## src/rtl/lsf_heg_arbiter.sv

```systemverilog
// Round-robin arbiter that lends one LSF datapath (ROI + hit write ports) to NUM_HEG hit-extraction groups.
// Optional build macro LSF_ARB_EOF_FLUSH_EN: i_eof restarts the round-robin at HEG 0 for the next frame.

module lsf_heg_lane #(
  parameter int SEL_W = 2,
  parameter int IDX   = 0
) (
  input  logic [SEL_W-1:0] sel_i,
  input  logic             roi_ph_i,
  input  logic             hit_ph_i,
  input  logic             hit_af_i,
  output logic             roi_rdy_o,
  output logic             hit_rdy_o
);
  logic mine;
  assign mine      = (sel_i == SEL_W'(IDX));
  assign roi_rdy_o = mine & roi_ph_i;
  assign hit_rdy_o = mine & hit_ph_i & ~hit_af_i;
endmodule

module lsf_heg_arbiter #(
  parameter int NUM_HEG        = 3,
  parameter int ROI_W          = 32,
  parameter int HIT_W          = 16,
  parameter int TIMEOUT_CYCLES = 1023
) (
  input  logic                     clock,
  input  logic                     reset,
  input  logic [NUM_HEG*ROI_W-1:0] i_roi,
  input  logic [NUM_HEG-1:0]       i_roi_valid,
  input  logic [NUM_HEG-1:0]       i_roi_nohit,
  output logic [NUM_HEG-1:0]       o_roi_ready,
  input  logic [NUM_HEG*HIT_W-1:0] i_hit,
  input  logic [NUM_HEG-1:0]       i_hit_valid,
  input  logic [NUM_HEG-1:0]       i_hit_last,
  output logic [NUM_HEG-1:0]       o_hit_ready,
  input  logic                     i_hit_af,
  output logic [ROI_W-1:0]         o_roi,
  output logic                     o_roi_we,
  output logic [HIT_W-1:0]         o_hit,
  output logic                     o_hit_we,
  input  logic                     i_lsf_done,
  input  logic                     i_eof,
  output logic [2:0]               o_sel,
  output logic                     o_busy,
  output logic                     o_timeout,
  output logic [15:0]              o_timeout_cnt
);
  localparam int SEL_W = (NUM_HEG > 1) ? $clog2(NUM_HEG) : 1;
  localparam int CNT_W = $clog2(TIMEOUT_CYCLES + 1);

  typedef enum logic [1:0] {IDLE, SEND_ROI, SEND_HITS, WAIT_LSF} state_e;

  state_e           state_q;
  logic [SEL_W-1:0] sel_q, last_q;
  logic [CNT_W-1:0] cnt_q;
  logic [ROI_W-1:0] roi_q;
  logic [HIT_W-1:0] hit_q;
  logic             roi_we_q, hit_we_q, to_q;
  logic [15:0]      to_cnt_q;

  logic [NUM_HEG-1:0][ROI_W-1:0] roi_arr;
  logic [NUM_HEG-1:0][HIT_W-1:0] hit_arr;
  assign roi_arr = i_roi;
  assign hit_arr = i_hit;

  logic flush;
`ifdef LSF_ARB_EOF_FLUSH_EN
  logic eof_pend_q;
  assign flush = eof_pend_q | i_eof;
  // Pending EOF is consumed in IDLE, so an in-flight ROI always completes first.
  always_ff @(posedge clock or posedge reset) begin
    if (reset)                eof_pend_q <= 1'b0;
    else if (state_q == IDLE) eof_pend_q <= 1'b0;
    else if (i_eof)           eof_pend_q <= 1'b1;
  end
`else
  logic unused_eof;
  assign unused_eof = i_eof;
  assign flush      = 1'b0;
`endif

  logic [SEL_W-1:0] base_d, gnt_d, idx_c;
  logic [SEL_W:0]   sum_c;
  logic             any_req;
  assign base_d = flush ? SEL_W'(NUM_HEG - 1) : last_q;

  // Scan farthest-first so the nearest requester after base_d wins the final overwrite.
  always_comb begin
    gnt_d   = base_d;
    any_req = 1'b0;
    sum_c   = '0;
    idx_c   = '0;
    for (int i = NUM_HEG; i >= 1; i--) begin
      sum_c = {1'b0, base_d} + (SEL_W+1)'(i);
      if (sum_c >= (SEL_W+1)'(NUM_HEG)) sum_c = sum_c - (SEL_W+1)'(NUM_HEG);
      idx_c = sum_c[SEL_W-1:0];
      if (i_roi_valid[idx_c]) begin
        gnt_d   = idx_c;
        any_req = 1'b1;
      end
    end
  end

  logic roi_ph, hit_ph, hit_acc;
  assign roi_ph  = (state_q == SEND_ROI);
  assign hit_ph  = (state_q == SEND_HITS);
  assign hit_acc = |(o_hit_ready & i_hit_valid);

  for (genvar k = 0; k < NUM_HEG; k++) begin : g_lane
    lsf_heg_lane #(.SEL_W(SEL_W), .IDX(k)) u_lane (
      .sel_i     (sel_q),
      .roi_ph_i  (roi_ph),
      .hit_ph_i  (hit_ph),
      .hit_af_i  (i_hit_af),
      .roi_rdy_o (o_roi_ready[k]),
      .hit_rdy_o (o_hit_ready[k])
    );
  end

  always_ff @(posedge clock or posedge reset) begin
    if (reset) begin
      state_q  <= IDLE;
      sel_q    <= '0;
      last_q   <= SEL_W'(NUM_HEG - 1);
      cnt_q    <= '0;
      roi_q    <= '0;
      hit_q    <= '0;
      roi_we_q <= 1'b0;
      hit_we_q <= 1'b0;
      to_q     <= 1'b0;
      to_cnt_q <= '0;
    end else begin
      roi_we_q <= 1'b0;
      hit_we_q <= 1'b0;
      to_q     <= 1'b0;
      case (state_q)
        IDLE: begin
          if (flush) last_q <= SEL_W'(NUM_HEG - 1);
          if (any_req) begin
            sel_q   <= gnt_d;
            last_q  <= gnt_d;
            state_q <= SEND_ROI;
          end
        end
        SEND_ROI: begin
          roi_q    <= roi_arr[sel_q];
          roi_we_q <= 1'b1;
          cnt_q    <= '0;
          state_q  <= i_roi_nohit[sel_q] ? WAIT_LSF : SEND_HITS;
        end
        SEND_HITS: begin
          if (hit_acc) begin
            hit_q    <= hit_arr[sel_q];
            hit_we_q <= 1'b1;
            if (i_hit_last[sel_q]) begin
              cnt_q   <= '0;
              state_q <= WAIT_LSF;
            end
          end
        end
        WAIT_LSF: begin
          // A result arriving on the expiry cycle still counts as a normal completion.
          if (i_lsf_done) begin
            state_q <= IDLE;
          end else if (cnt_q == CNT_W'(TIMEOUT_CYCLES - 1)) begin
            state_q <= IDLE;
            to_q    <= 1'b1;
            if (to_cnt_q != 16'hFFFF) to_cnt_q <= to_cnt_q + 16'd1;
          end else begin
            cnt_q <= cnt_q + CNT_W'(1);
          end
        end
        default: state_q <= IDLE;
      endcase
    end
  end

  always_comb begin
    o_sel            = '0;
    o_sel[SEL_W-1:0] = sel_q;
  end

  assign o_roi         = roi_q;
  assign o_roi_we      = roi_we_q;
  assign o_hit         = hit_q;
  assign o_hit_we      = hit_we_q;
  assign o_busy        = (state_q != IDLE);
  assign o_timeout     = to_q;
  assign o_timeout_cnt = to_cnt_q;
endmodule
```

## config.mk

```make
export PLATFORM = sky130hd
export DESIGN_NAME = lsf_heg_arbiter
export DESIGN_NICKNAME = d
export VERILOG_FILES = /design/src/rtl/lsf_heg_arbiter.sv
export SDC_FILE = /design/constraint.sdc
export NUM_CORES = 1
export LEC_CHECK = 0
export BUFFER_PORTS_ARGS = -buffer_cell sky130_fd_sc_hd__buf_2
export CAP_MARGIN = 5
export CELL_PAD_IN_SITES_DETAIL_PLACEMENT = 2
export CELL_PAD_IN_SITES_GLOBAL_PLACEMENT = 2
export CORE_MARGIN = 10
export CORE_UTILIZATION = 26
export DETAILED_ROUTE_END_ITERATION = 7
export MAX_ROUTING_LAYER = met4
export PLACE_DENSITY = 0.79
export SYNTH_ARGS = -nofsm -noshare
export SYNTH_HDL_FRONTEND = slang
export SYNTH_SLANG_ARGS = --single-unit
export TNS_END_PERCENT = 30
```

## constraint.sdc

```tcl
create_clock -name clock -period 3.4 [get_ports clock]
set_input_delay 0 -clock clock [delete_from_list [all_inputs] [get_ports clock]]
set_output_delay 0 -clock clock [all_outputs]
set_load 0.01 [all_outputs]
```

==> results_dict.tcl <==
set metrics [dict create \
    slew_violations 0 \
    ys_types 63 \
    cts_buffers 9 \
    arrival_ps 2960 \
    cts_tree "built" \
    worstHoldPathCells 3 \
    pin_count 238 \
    cpPeakStageDelay_ps 610 \
    ant_nets 0 \
    max_slew.worst_pin.slew_ps 700.9 \
    grt_util_all_layers_pct 18.26 \
    rows 49 \
    area_delta_synth_final_pct 45.11 \
    r2r_cells 4 \
    path_class "flop to flop" \
    die_area_sq_um 24340 \
    drv_cap 0 \
    cp_slowest_cell "and3_1" \
    finalSetupViolations 0 \
    crit_fanout 39 \
    finalSetupTns_ps 0 \
    post_drt_wl_per_cell_um 21.60 \
    finish.instance_area_sq_um 6979 \
    vias_per_cell 5.017 \
    ys_warn_count 0 \
    hpwl_mm 16.20 \
    num_vias 5218 \
    fin_crit_sh_pct 78.75 \
    synthCells 534 \
    grt_pass1_wl_mm 34.29 \
    cts-root-buf "clkbuf_16" \
    outcome "completed" \
    syn_area_sq_um 4810 \
    peakVddDrop_mv 0.3970 \
    fmax_mhz 373.5 \
    cp_top_family "buffers and inverters" \
    fill_cells 2014 \
    async_reset_ff_share_pct 100.0 \
    cts_setup_buffers 0 \
    p_leak_nw 3.423 \
    cts_sinks 82 \
    path_cells "buf_4, and3_1, a221o_1, dlygate4sd3_1" \
    ys_seq_area_share_pct 42.69 \
    clk_latency_ps 340 \
    cts.clk_slew.worst_paths_ps 70 \
    place_area_sq_um 6100 \
    clock_skew_ps 10.12 \
    path_buf_inv 2 \
    syn_nets 705 \
    first_global_vias 5872 \
    start_kind "flop" \
    holdWs_ps 16.45 \
    period_minus_slack_ps 2677 \
    ys_seq_elements 82 \
    cts_max_path_buffers 2 \
    antenna_found_initial 5 \
    rsz0062_at_grt "false" \
    nNetsFinal 973 \
    drc 0 \
    crit_path_end_kind "flop" \
    drtIter0Drc 196 \
    synth_ff_type "dfrtp_1" \
    avgSynthCellArea_sq_um 9.007 \
    hp-class "input pin to flop" \
    cp.required_ps 3680 \
    htreeDepth 3 \
    firstDrtPassIters 4 \
    core_sq_um 18090 \
    fin_util_pct 38.59 \
    overflow 0 \
    drive_gt1_share_pct 33.87 \
    synth_edf_count 0 \
    die_height_um 156.0 \
    portBuffers 235 \
    gp_routability_congestion 0.8331 \
    wl_mm 22.47 \
    p_per_area_nw_per_um2 773.0 \
    grt_max_degree 50 \
    timing.final.ws_setup_ps 722.6 \
    initial_core_util_pct 26.59 \
    hold_viol_final 0 \
    place_ws_ps 748.7 \
    chipWidth_um 156.0 \
    maxSlewHeadroom_pct 53.27 \
    path_depth 4 \
]
worst reg2reg max path, stage by stage (launching register included):
cell           delay (ps)
dfrtp_2               570
buf_4                 600
and3_1                610
a221o_1               280
dlygate4sd3_1         560
power by group:
part,internal (mW),switching [mW],leakage [nW]
Combinational,1.18,1.71,2.26
Sequential,1.31,0.218,1.02
Clock,0.583,0.388,0.142
Total,3.08,2.32,3.42
cells in the final DEF, fill, tap and decap left out, types with 4 or more instances in the layout:
cell,count
o31ai_1,13
inv_1,15
buf_2,235
clkbuf_16,9
nand4_1,5
xor2_1,4
nor3_1,7
diode_2,5
a22oi_1,4
nor2_1,75
nand2_1,51
a41oi_1,4
ha_1,9
nor2b_1,4
xnor2_1,10
buf_4,6
dfrtp_1,80
nand3_1,12
mux2i_1,35
nand2b_1,6
a221o_1,11
dlygate4sd3_1,58
a21oi_1,67
o21ai_0,22
and3_1,6
layout make-up:
class	count	area [sq um]	area share (%)
Sequential cell	82	2054	29.44
Timing Repair Buffer	299	1802	25.82
Tap cell	229	286.5	4.105
Inverter	16	61.31	0.8785
Multi-Input combinational cell	394	2476	35.48
Clock buffer	12	246.5	3.532
Clock inverter	3	40.04	0.5737
Antenna cell	5	12.51	0.1793
worst paths after layout:
check / start / to / slack (ps)
setup / recovery: sel_q[0] / o_roi[29] / 720
hold reg to reg: o_hit[2] / o_hit[2] / 490
max in group asynchronous: reset / o_roi[14] / 2260
min in group asynchronous: reset / o_timeout / 200
hold / removal: i_roi[74] / o_roi[10] / 20
setup reg to reg: sel_q[0] / o_roi[29] / 720
layer usage:
metal	wire length (um)	track usage, %	share of wire, %
met3	1221	4.191	5.4
met4	545	6.700	2.4
met1	8893	19.20	40
met2	11810	32.74	53
met5	0	-	0
registers in the layout (all words and copies together) (netlist names):
register and flops:
o_hit 16, o_timeout 1, base_d 1, cnt_q 10, state_q 2, o_timeout_cnt 16, o_roi 32, o_hit_we 1
o_roi_we 1, sel_q 2
through the flow:
| stage | cells | power (mW) |
|---|---|---|
| 6_report | 1040 | 5.395 |
| 5_1_grt | 1040 | 5.816 |
| 4_1_cts | 1035 | 5.431 |
| 3_5_place_dp | 962 | 4.217 |
| 3_3_place_gp | 962 | 4.028 |
| 2_1_floorplan | 534 | 3.257 |
kinds of logic (layout without fill, tap and decap cells):
group | count (synthesis) | after routing | share of synthesized area, %
other cells | 1 | 6 | 0.07797
mux | 39 | 39 | 8.299
buf+inv | 58 | 330 | 5.879
xor+xnor | 15 | 15 | 2.888
fa+ha+maj | 10 | 10 | 2.601
compound gates | 150 | 150 | 20.03
simple gates | 179 | 179 | 17.53
flops | 82 | 82 | 42.69
Yosys cell counts, types with 2 or more instances:
cell type   n  area share [%]
a21o_1      3            0.47
a21oi_1    67             7.0
a221o_1    11             2.3
a22oi_1     4            0.62
a31oi_1     3            0.39
a41oi_1     4            0.73
and3_1      6            0.78
and3b_1     2            0.36
buf_1       6            0.47
buf_2       7            0.73
buf_4      13             2.0
clkbuf_1   15             1.2
dfrtp_1    81              42
ha_1       10             2.6
inv_1      16             1.2
mux2_2      3            0.70
mux2i_1    35             7.3
nand2_1    51             4.0
nand2b_1    6            0.78
nand3_1    12             1.2
nand4_1     5            0.65
nor2_1     75             5.9
nor2b_1     4            0.52
nor3_1      7            0.73
o21ai_0    22             2.3
o31a_1      3            0.55
o31ai_1    13             2.0
o41ai_1     3            0.55
xnor2_1    10             1.8
xor2_1      4            0.73
timing repair:
item / in CTS / in global routing
hold buffers: 58 / 0
gates resized for setup: 0 / 0
hold endpoints to repair: 66 / 0
Note: power is estimated with default switching activity, not from simulation.
